<file path="src/rtl/bfp_pkg.sv">
// Shared definitions for the block-floating-point exponent aligner.
package bfp_pkg;

  localparam int EXP_W_DEF = 4;

  typedef enum logic {
    FILL  = 1'b0,
    DRAIN = 1'b1
  } state_t;

  // Result of one lane's alignment: clip flag plus saturated shift amount.
  typedef struct packed {
    logic        clip;
    logic [15:0] shift;
  } shift_res_t;

  // Saturated right-shift amount for one lane. Operands are zero-extended to
  // 16 bits, so an exponent above the block maximum is detected by magnitude
  // compare rather than by the sign of a narrow subtraction.
  function automatic shift_res_t sat_shift(input logic [15:0] blk_max,
                                           input logic [15:0] exp_val,
                                           input logic [15:0] max_shift);
    shift_res_t  res;
    logic [15:0] d;
    res = '0;
    if (exp_val > blk_max) begin
      res.clip  = 1'b1;
      res.shift = '0;
    end else begin
      d         = blk_max - exp_val;
      res.shift = (d > max_shift) ? max_shift : d;
    end
    return res;
  endfunction

endpackage

</file>
<file path="src/rtl/bfp_block_exp_align_max_tree.sv">
// Combinational unsigned maximum across LANES packed exponents.
// Lanes are padded with zeros up to a power of two and reduced pairwise,
// one tree level per pass, giving log2(LANES) comparator depth.
module exp_max_tree
  import bfp_pkg::*;
#(
  parameter int LANES = 8,
  parameter int EXP_W = EXP_W_DEF
) (
  input  logic [LANES*EXP_W-1:0] exp_vec,
  output logic [EXP_W-1:0]       max_out
);

  localparam int NP = 1 << $clog2(LANES);

  logic [EXP_W-1:0] lvl [NP];

  // Pairwise reduction tree; each level overwrites the lower half in place.
  always_comb begin
    for (int i = 0; i < NP; i++) begin
      lvl[i] = '0;
    end
    for (int i = 0; i < LANES; i++) begin
      lvl[i] = exp_vec[i*EXP_W +: EXP_W];
    end
    for (int w = NP / 2; w >= 1; w = w / 2) begin
      for (int i = 0; i < w; i++) begin
        lvl[i] = (lvl[2*i] > lvl[2*i+1]) ? lvl[2*i] : lvl[2*i+1];
      end
    end
    max_out = lvl[0];
  end

endmodule

</file>
<file path="src/rtl/bfp_block_exp_align.sv">
// Block exponent aligner: buffers one block of DEPTH beats while tracking the
// block maximum, then replays it with per-lane saturated shift amounts.
//
// state | meaning
// ------+--------------------------------------------------------------
// FILL  | accepting input beats into the buffer, tracking running max
// DRAIN | presenting buffered beats with shift amounts, input stalled
module bfp_block_exp_align
  import bfp_pkg::*;
#(
  parameter int LANES     = 8,
  parameter int EXP_W     = EXP_W_DEF,
  parameter int DEPTH     = 4,
  parameter int MAX_SHIFT = (2 ** EXP_W) - 1
) (
  input  logic                   clk,
  input  logic                   rst_n,
  input  logic                   in_valid,
  output logic                   in_ready,
  input  logic [LANES*EXP_W-1:0] in_exp,
  input  logic                   in_last,
  input  logic                   ext_en,
  input  logic [EXP_W-1:0]       ext_max,
  output logic                   out_valid,
  input  logic                   out_ready,
  output logic [LANES*EXP_W-1:0] out_shift,
  output logic [EXP_W-1:0]       out_max,
  output logic [LANES-1:0]       out_clip,
  output logic                   out_last,
  output logic                   err_len
);

  localparam int            CW       = (DEPTH > 1) ? $clog2(DEPTH) : 1;
  localparam logic [CW-1:0] LAST_IDX = CW'(DEPTH - 1);

  state_t                 state;
  logic [CW-1:0]          cnt;
  logic [EXP_W-1:0]       run_max;
  logic [EXP_W-1:0]       blk_max;
  logic [LANES*EXP_W-1:0] buf_mem [DEPTH];

  logic                   in_acc;
  logic                   out_acc;
  logic                   cnt_last;
  logic [EXP_W-1:0]       beat_max;
  logic [EXP_W-1:0]       run_beat_max;
  logic [EXP_W-1:0]       blk_max_nxt;
  logic [CW-1:0]          rd_idx;
  logic [EXP_W-1:0]       src_max;
  logic [LANES*EXP_W-1:0] src_vec;
  logic [LANES*EXP_W-1:0] shift_nxt;
  logic [LANES-1:0]       clip_nxt;

  assign in_ready = (state == FILL);
  assign in_acc   = in_valid && in_ready;
  assign out_acc  = out_valid && out_ready;
  assign cnt_last = (cnt == LAST_IDX);

  exp_max_tree #(
    .LANES (LANES),
    .EXP_W (EXP_W)
  ) u_max_tree (
    .exp_vec (in_exp),
    .max_out (beat_max)
  );

  // Block maximum candidate including the beat currently on the input.
  always_comb begin
    run_beat_max = (run_max > beat_max) ? run_max : beat_max;
    blk_max_nxt  = ext_en ? ext_max : run_beat_max;
  end

  // Select the beat to be presented next. In FILL this is beat 0 of the block
  // just closing (taken straight from the input when the block is one beat);
  // in DRAIN it is the beat after the one currently presented.
  always_comb begin
    rd_idx = cnt_last ? '0 : cnt + CW'(1);
    if (state == FILL) begin
      src_max = blk_max_nxt;
      src_vec = (DEPTH == 1) ? in_exp : buf_mem[0];
    end else begin
      src_max = blk_max;
      src_vec = buf_mem[rd_idx];
    end
  end

  // Per-lane shift and clip for the selected beat.
  always_comb begin
    shift_res_t res;
    shift_nxt = '0;
    clip_nxt  = '0;
    for (int i = 0; i < LANES; i++) begin
      res = sat_shift(16'(src_max), 16'(src_vec[i*EXP_W +: EXP_W]), 16'(MAX_SHIFT));
      clip_nxt[i]                  = res.clip;
      shift_nxt[i*EXP_W +: EXP_W] = res.shift[EXP_W-1:0];
    end
  end

  // Block buffer; contents are don't-care after reset, so no reset here.
  always_ff @(posedge clk) begin
    if (in_acc) begin
      buf_mem[cnt] <= in_exp;
    end
  end

  // FILL/DRAIN sequencer with registered output beat.
  always_ff @(posedge clk or negedge rst_n) begin
    if (!rst_n) begin
      state     <= FILL;
      cnt       <= '0;
      run_max   <= '0;
      blk_max   <= '0;
      out_valid <= 1'b0;
      out_shift <= '0;
      out_max   <= '0;
      out_clip  <= '0;
      out_last  <= 1'b0;
      err_len   <= 1'b0;
    end else begin
      case (state)
        FILL: begin
          if (in_acc) begin
            if (in_last != cnt_last) begin
              err_len <= 1'b1;
            end
            if (cnt_last) begin
              blk_max   <= blk_max_nxt;
              run_max   <= '0;
              cnt       <= '0;
              state     <= DRAIN;
              out_valid <= 1'b1;
              out_shift <= shift_nxt;
              out_clip  <= clip_nxt;
              out_max   <= blk_max_nxt;
              out_last  <= (DEPTH == 1);
            end else begin
              run_max <= run_beat_max;
              cnt     <= cnt + CW'(1);
            end
          end
        end
        DRAIN: begin
          if (out_acc) begin
            if (cnt_last) begin
              state     <= FILL;
              cnt       <= '0;
              out_valid <= 1'b0;
              out_last  <= 1'b0;
            end else begin
              cnt       <= cnt + CW'(1);
              out_shift <= shift_nxt;
              out_clip  <= clip_nxt;
              out_last  <= (rd_idx == LAST_IDX);
            end
          end
        end
        default: state <= FILL;
      endcase
    end
  end

endmodule
</file>
<file path="config.mk">
export PLATFORM = sky130hd
export DESIGN_NAME = bfp_block_exp_align
export DESIGN_NICKNAME = d
export VERILOG_FILES = /design/src/rtl/bfp_pkg.sv /design/src/rtl/bfp_block_exp_align_max_tree.sv /design/src/rtl/bfp_block_exp_align.sv
export SDC_FILE = /design/constraint.sdc
export NUM_CORES = 1
export LEC_CHECK = 0
export CORE_ASPECT_RATIO = 0.6
export CORE_MARGIN = 2
export CORE_UTILIZATION = 50
export CTS_BUF_LIST = sky130_fd_sc_hd__clkbuf_8
export DETAILED_ROUTE_END_ITERATION = 12
export PLACE_DENSITY = 0.71
export SLEW_MARGIN = 20
export SYNTH_ARGS = -nofsm -noshare
export SYNTH_HDL_FRONTEND = slang
export SYNTH_HIERARCHICAL = 1
export SYNTH_SLANG_ARGS = --single-unit
</file>
<file path="constraint.sdc">
create_clock -name clk -period 4.55 [get_ports clk]
set_input_delay 1.1375 -clock clk [delete_from_list [all_inputs] [get_ports clk]]
set_output_delay 1.1375 -clock clk [all_outputs]
set_load 0.05 [all_outputs]
</file>
* After elaboration in Yosys (flattened, before gate mapping)
Memories as Yosys holds them, arrays and structs flattened. Index checks and enable logic that the tools add are counted.
Word-level totals: bits in registers 54, bits in writable memories 128, input port bits 42, output and inout port bits 48, logic and storage cells 127, memories kept 1
Cells by class: add/subtract/negate cells 9, magnitude comparators 24, equality and inequality tests 8, muxes and demuxes 66, bitwise operators 1, reduce and logical (&&, ||, !) cells 9
Memory list:
- buf_mem | words 4, width 32, read ports 2, clocked after Yosys merged registers in 0, write ports 1, line bfp_block_exp_align.sv:40 | logic [LANES*EXP_W-1:0] buf_mem [DEPTH];
Operators with widths (count):
- $mux W32 | 5
- $gt A16 B4 Y1 const B | 8
- $mux W4 | 27
- $gt A4 B4 Y1 | 16
- $pmux W32 S2 | 1
- $sub A4 B4 Y5 | 8
- $mux W8 | 4
- $mux W1 | 21
- $pmux W8 S2 | 1
- $reduce_and A3 Y1 | 3
- $ne A2 B1 Y1 const B | 4
- $reduce_and A4 Y1 | 2
- $mux W2 | 3
- $pmux W1 S2 | 3
- $eq A2 B2 Y1 const B | 2
- $pmux W2 S2 | 1
- $reduce_and A2 Y1 | 2
- $add A2 B1 Y2 const B | 1
- $logic_and A1 B1 Y1 | 2
- $ne A2 B2 Y1 const B | 1
- $ne A1 B1 Y1 | 1
- $not A1 Y1 | 1

* Depth between registers and ports, before layout
depth after elaboration 17, gate-level depth with buffers 42

* Hierarchy
Netlist, hierarchy kept.
Modules (own cells, without submodules):
- bfp_block_exp_align | instances 1, cells each 758, area each 9086.2 sq um, seq. area each 5195.0 sq um
- exp_max_tree | instances 1, cells each 140, area each 1111.1 sq um, seq. area each 0.0 sq um

* Least setup slack after synthesis
OpenSTA, ideal clock, no wires.
kind in2reg, from in in_exp[21], to reg out_shift[27], setup time 0.082 ns, arrival time 8.155 ns, setup slack -3.687 ns, cell stages on the path 40, buffers on the path 2, path through inv_1 -> ha_1 -> nor2b_1 -> o21a_1 -> o21a_1 -> o21ai_2 -> mux2i_1 -> inv_1 -> ha_1 -> nor2b_1 -> o21ai_1 -> nand2b_1 -> a21oi_1 -> a41o_1 -> mux2_2 -> ha_1 -> nor2b_1 -> o21ai_1 -> (+4 left out) -> nand2b_1 -> o221ai_1 -> inv_1 -> ha_1 -> or4_1 -> buf_2 -> nand2_1 -> nor2_1 -> a21oi_1 -> o21ai_0 -> mux2i_1 -> ha_1 -> inv_1 -> ha_1 -> a21o_1 -> a31oi_1 -> a21boi_1 -> a22oi_2
Between the ends: cells in the longest elaborated chain, start to end 17
RTL lines:
- from (decl) | line bfp_block_exp_align.sv:20 | input logic [LANES*EXP_W-1:0] in_exp,
- $gt A4 B4 Y1 | line bfp_block_exp_align_max_tree.sv:28 | lvl[i] = (lvl[2*i] > lvl[2*i+1]) ? lvl[2*i] : lvl[2*i+1];
- $mux W4 * | line bfp_block_exp_align_max_tree.sv:28
- $gt A4 B4 Y1 | line bfp_block_exp_align_max_tree.sv:28
- $mux W4 * | line bfp_block_exp_align_max_tree.sv:28
- $gt A4 B4 Y1 | line bfp_block_exp_align_max_tree.sv:28
- $mux W4 * | line bfp_block_exp_align_max_tree.sv:28
- net beat_max[2] | line bfp_block_exp_align.sv:45 | logic [EXP_W-1:0] beat_max;
- $gt A4 B4 Y1 | line bfp_block_exp_align.sv:69 | run_beat_max = (run_max > beat_max) ? run_max : beat_max;
- (+2 left out)
- $mux W4 * | line bfp_block_exp_align.sv:78 | if (state == FILL) begin
- $sub A4 B4 Y5 | line bfp_pkg.sv:30 | d = blk_max - exp_val;
- $gt A16 B4 Y1 | line bfp_pkg.sv:31 | res.shift = (d > max_shift) ? max_shift : d;
- $mux W4 | line bfp_pkg.sv:31
- $mux W4 * | line bfp_pkg.sv:26 | if (exp_val > blk_max) begin
- $mux W32, on equally long branches | line bfp_block_exp_align.sv:144, bfp_block_exp_align.sv:126
- $mux W32, on equally long branches | line bfp_block_exp_align.sv:143, bfp_block_exp_align.sv:122
- $pmux W32 S2 * | line bfp_block_exp_align.sv:120 | case (state)
- to (signal assigned) | line bfp_block_exp_align.sv:132 | out_shift <= shift_nxt;
- to (signal assigned) | line bfp_block_exp_align.sv:151 | out_shift <= shift_nxt;
- to (decl) | line bfp_block_exp_align.sv:26 | output logic [LANES*EXP_W-1:0] out_shift,
The timed path passes the listed nets; every way through them passes the cells marked *. The select of a mux whose other input is x is not followed. A chain may end at the register's enable or synchronous reset.

* Worst setup path after layout
from in in_exp[17], to reg out_shift[6]
The elaborated chain is that of the path after synthesis.

==> impl_metrics.json <==
{
  "status": "complete, but fails checks",
  "failed_checks": "setup timing",
  "slowest_delay_ps": 350,
  "p_clk_frac": 0.249,
  "wl_met2_mm": 14.3,
  "cp.required_ps": 4940,
  "nets": 1291,
  "dr.pass1.iters": 6,
  "final_hold_viol_count": 0,
  "power.share.sequential": 0.378,
  "slowest_stage": "mux2_4",
  "slew_headroom": 0.229,
  "initial_core_util": 0.509,
  "fin_util": 0.731,
  "coreArea_um2": 20000,
  "grt_max_degree": 39,
  "diodes": 0,
  "grt_overflow_total": 0,
  "arrival_ps": 7920,
  "avgSynthCellArea_um2": 11.4,
  "period_minus_slack_ps": 7530,
  "wl_met1_mm": 13.3,
  "synth_adder_area_share": 0.0931,
  "worst_hold_path_type": "flop to flop",
  "path_buf_inv": 6,
  "cts_num_sinks": 182,
  "synthesis.instances": 898,
  "drt.antenna.violating_nets": 0,
  "synthFlopType": "edfxtp_1",
  "comb_power_share": 0.373,
  "finalMaxSlewViolations": 0,
  "antenna_found_initial": 0,
  "fin_crit_sh": 1.65,
  "synth_top_family_by_area": "compound AO/OA/AOI/OAI gates",
  "drt_iter0_drc": 720,
  "layout.cells.non_filler": 1460,
  "stdcell_area_um2": 14600,
  "grt_pass1_vias": 8502,
  "synth-seq-cells": 182,
  "synthSimpleGateAreaFrac": 0.0925,
  "postCtsHoldBufs": 0,
  "cts.clk_slew.worst_paths_ps": 110,
  "wl_per_cell_um": 21.5,
  "syn_to_final_growth_pct": 43.6,
  "cp-start-kind": "primary input",
  "synthArstFlopShare": 0.297,
  "grt_pass1_wl_mm": 45.8,
  "setup_tns_ps": -129880,
  "rsz0062_at_grt": "yes",
  "crit_family": "compound AO/OA/AOI/OAI gates",
  "cp_max_fo": 8,
  "muxShareOfSynthArea": 0.0596,
  "critPathCaptureType": "flop",
  "p_per_area_nw_per_um2": 320,
  "ys_seq_area_frac": 0.509,
  "die-area_um2": 21600,
  "drcViolationCount": 0,
  "routabilityCongestion": 0.923,
  "syn_nets": 1015,
  "r2r_slack_ps": 560,
  "die-width_um": 188,
  "vias_per_cell": 5.95,
  "clock_path_buffers": 2,
  "synth-edff-count": 128,
  "internal_power_mw": 3.18,
  "top_layer": "met4",
  "io-pin-count": 90,
  "power.leakage_nw": 5.73,
  "root_buffer": "clkbuf_8",
  "setup_violations": 48,
  "pre_cts_slack_ps": -3960,
  "vias": 8684,
  "wl_met3_mm": 2.51,
  "place_inst": 1370,
  "tritoncts": "built",
  "grt_usage": 0.279,
  "worst_pin_slew_ps": 1150,
  "numCtsBuffers": 17,
  "die_h_um": 115,
  "synth_xor_area_frac": 0.0243,
  "clock.fmax_mhz": 133,
  "p_sw_frac": 0.322,
  "drt-total-wl_mm": 31.3,
  "drive_gt1_frac": 0.410,
  "hpwl_mm": 19.1,
  "rows": 40,
  "dpl-instance-area_um2": 12600,
  "io_buffers": 89,
  "synth.distinct_cells": 73,
  "power.switching_mw": 1.51,
  "skew_ps": 17.7,
  "cts-htree-levels": 4,
  "path_class": "primary input to flop",
  "max-cap-violations": 0,
  "synth_compound_area_frac": 0.186,
  "clk_latency_ps": 500,
  "synth.yosys.warnings": 6,
  "ir_drop_mv": 0.286,
  "cpMostUsedCell": "ha_4",
  "finalWorstSetupSlack_ps": -2980,
  "syn-cell-area_um2": 10200
}
[cells in the final DEF (no fill, tap or decap), drive strengths merged, types with 9 or more instances in the layout]
cell type	instances
a31oi	11
nor2	59
nor2b	11
nand2	68
mux2	27
clkbuf	21
dfrtp	54
o21ai	47
nand2b	13
a21oi	71
o211ai	9
dlygate4sd2	22
inv	63
ha	75
edfxtp	128
o21a	17
buf	205
a41oi	12
o22ai	32
a2bb2oi	11
clkdlybuf4s50	58
mux2i	30
and2	10
a22o	20
xnor2	15
xor2	9
nor3	9
nand3	10
[logic make-up after synthesis]
| group | count (synthesis) |
|---|---|
| flops | 182 |
| buf+inv | 90 |
| compound gates | 270 |
| fa+ha+maj | 76 |
| xor+xnor | 24 |
| simple gates | 199 |
| mux | 57 |
[synth_stat cells, types with 5 or more instances]
cell | n | area (um^2)
a21o_1 | 5 | 37.5
o21ai_0 | 29 | 145
nor2b_1 | 10 | 62.6
dfrtp_1 | 54 | 1350
o21ai_1 | 14 | 70.1
mux2i_1 | 30 | 300
a31oi_1 | 9 | 56.3
xnor2_2 | 5 | 81.3
xor2_1 | 9 | 78.8
ha_1 | 75 | 938
nor2_1 | 59 | 221
o211ai_1 | 8 | 60.1
xnor2_1 | 10 | 87.6
mux2_2 | 26 | 293
o22ai_1 | 32 | 200
a22o_1 | 20 | 175
nor3_1 | 7 | 35.0
a2bb2oi_1 | 11 | 96.3
inv_1 | 56 | 210
edfxtp_1 | 128 | 3840
buf_1 | 6 | 22.5
o21a_1 | 15 | 113
a21oi_1 | 63 | 315
nand2_1 | 68 | 255
clkbuf_1 | 22 | 82.6
nand3_1 | 10 | 50.1
a41oi_1 | 12 | 105
a31o_2 | 5 | 43.8
and2_1 | 10 | 62.6
nand2b_1 | 13 | 81.3
and3_1 | 5 | 31.3
a21oi_2 | 8 | 70.1
[area by class of cell]
class	count	area (um^2)
Tap cell	273	342
Clock inverter	15	195
Timing Repair Buffer	290	2490
Clock buffer	17	234
Sequential cell	182	5190
Inverter	56	215
Multi-Input combinational cell	627	5970
Fill cell	1328	5380
[through the flow]
step / hold slack (ps) / total power [mW]
global placement: 451 / 2.70
global route: 502 / 4.84
detailed placement: 451 / 2.72
CTS: 480 / 4.38
floorplan: 466 / 2.30
finish: 480 / 4.69
[sequential cells by signal (all words and copies together), names as in the netlist]
register   flops
buf_mem      128
out_shift     32
out_clip       8
blk_max        4
run_max        4
cnt            2
err_len        1
out_last       1
out_valid      1
state          1
[final timing paths]
path                       cells past startpoint                        end                 from
setup reg to reg                              12  out_shift[17]$_DFFE_PN0P_   cnt[0]$_DFFE_PN0P_
max in group asynchronous                      2     run_max[2]$_DFFE_PN0P_                rst_n
hold reg to reg                                1        err_len$_DFFE_PN0P_  err_len$_DFFE_PN0P_
min in group asynchronous                      1  out_shift[21]$_DFFE_PN0P_                rst_n
setup / recovery                              42   out_shift[6]$_DFFE_PN0P_           in_exp[17]
hold / removal                                 1        err_len$_DFFE_PN0P_  err_len$_DFFE_PN0P_
[repair_timing]
action	4_1_cts	5_1_grt
setup buffers	45	13
pin swaps	76	97
endpoints found under the setup margin	48	48
gates cloned	2	1
gates resized for setup	183	131
[worst register-to-register path: stages, from the launching register on]
cell,delay [ps]
dfrtp_1,470
ha_1,480
nor2_1,230
o21a_1,860
buf_4,340
a2bb2oi_1,360
inv_1,180
ha_4,320
nand2_4,60
o211ai_1,190
buf_4,170
nand2b_1,60
a22o_1,190
[layer usage]
metal	track usage	vias to the layer above
met4	0.106	0
met3	0.0668	102
met5	0	-
met2	0.444	414
met1	0.373	4230
li1	-	3938
[power groups by stage]
stage | logic (mW) | clock network (mW) | registers, mW
after floorplan | 0.482 | 0 | 1.81
after global placement | 0.889 | 0 | 1.81
after detailed placement | 0.913 | 0 | 1.81
after CTS | 1.43 | 1.17 | 1.77
after global routing | 1.82 | 1.24 | 1.77
final | 1.75 | 1.17 | 1.77
Note: power is estimated with default switching activity, not from simulation.
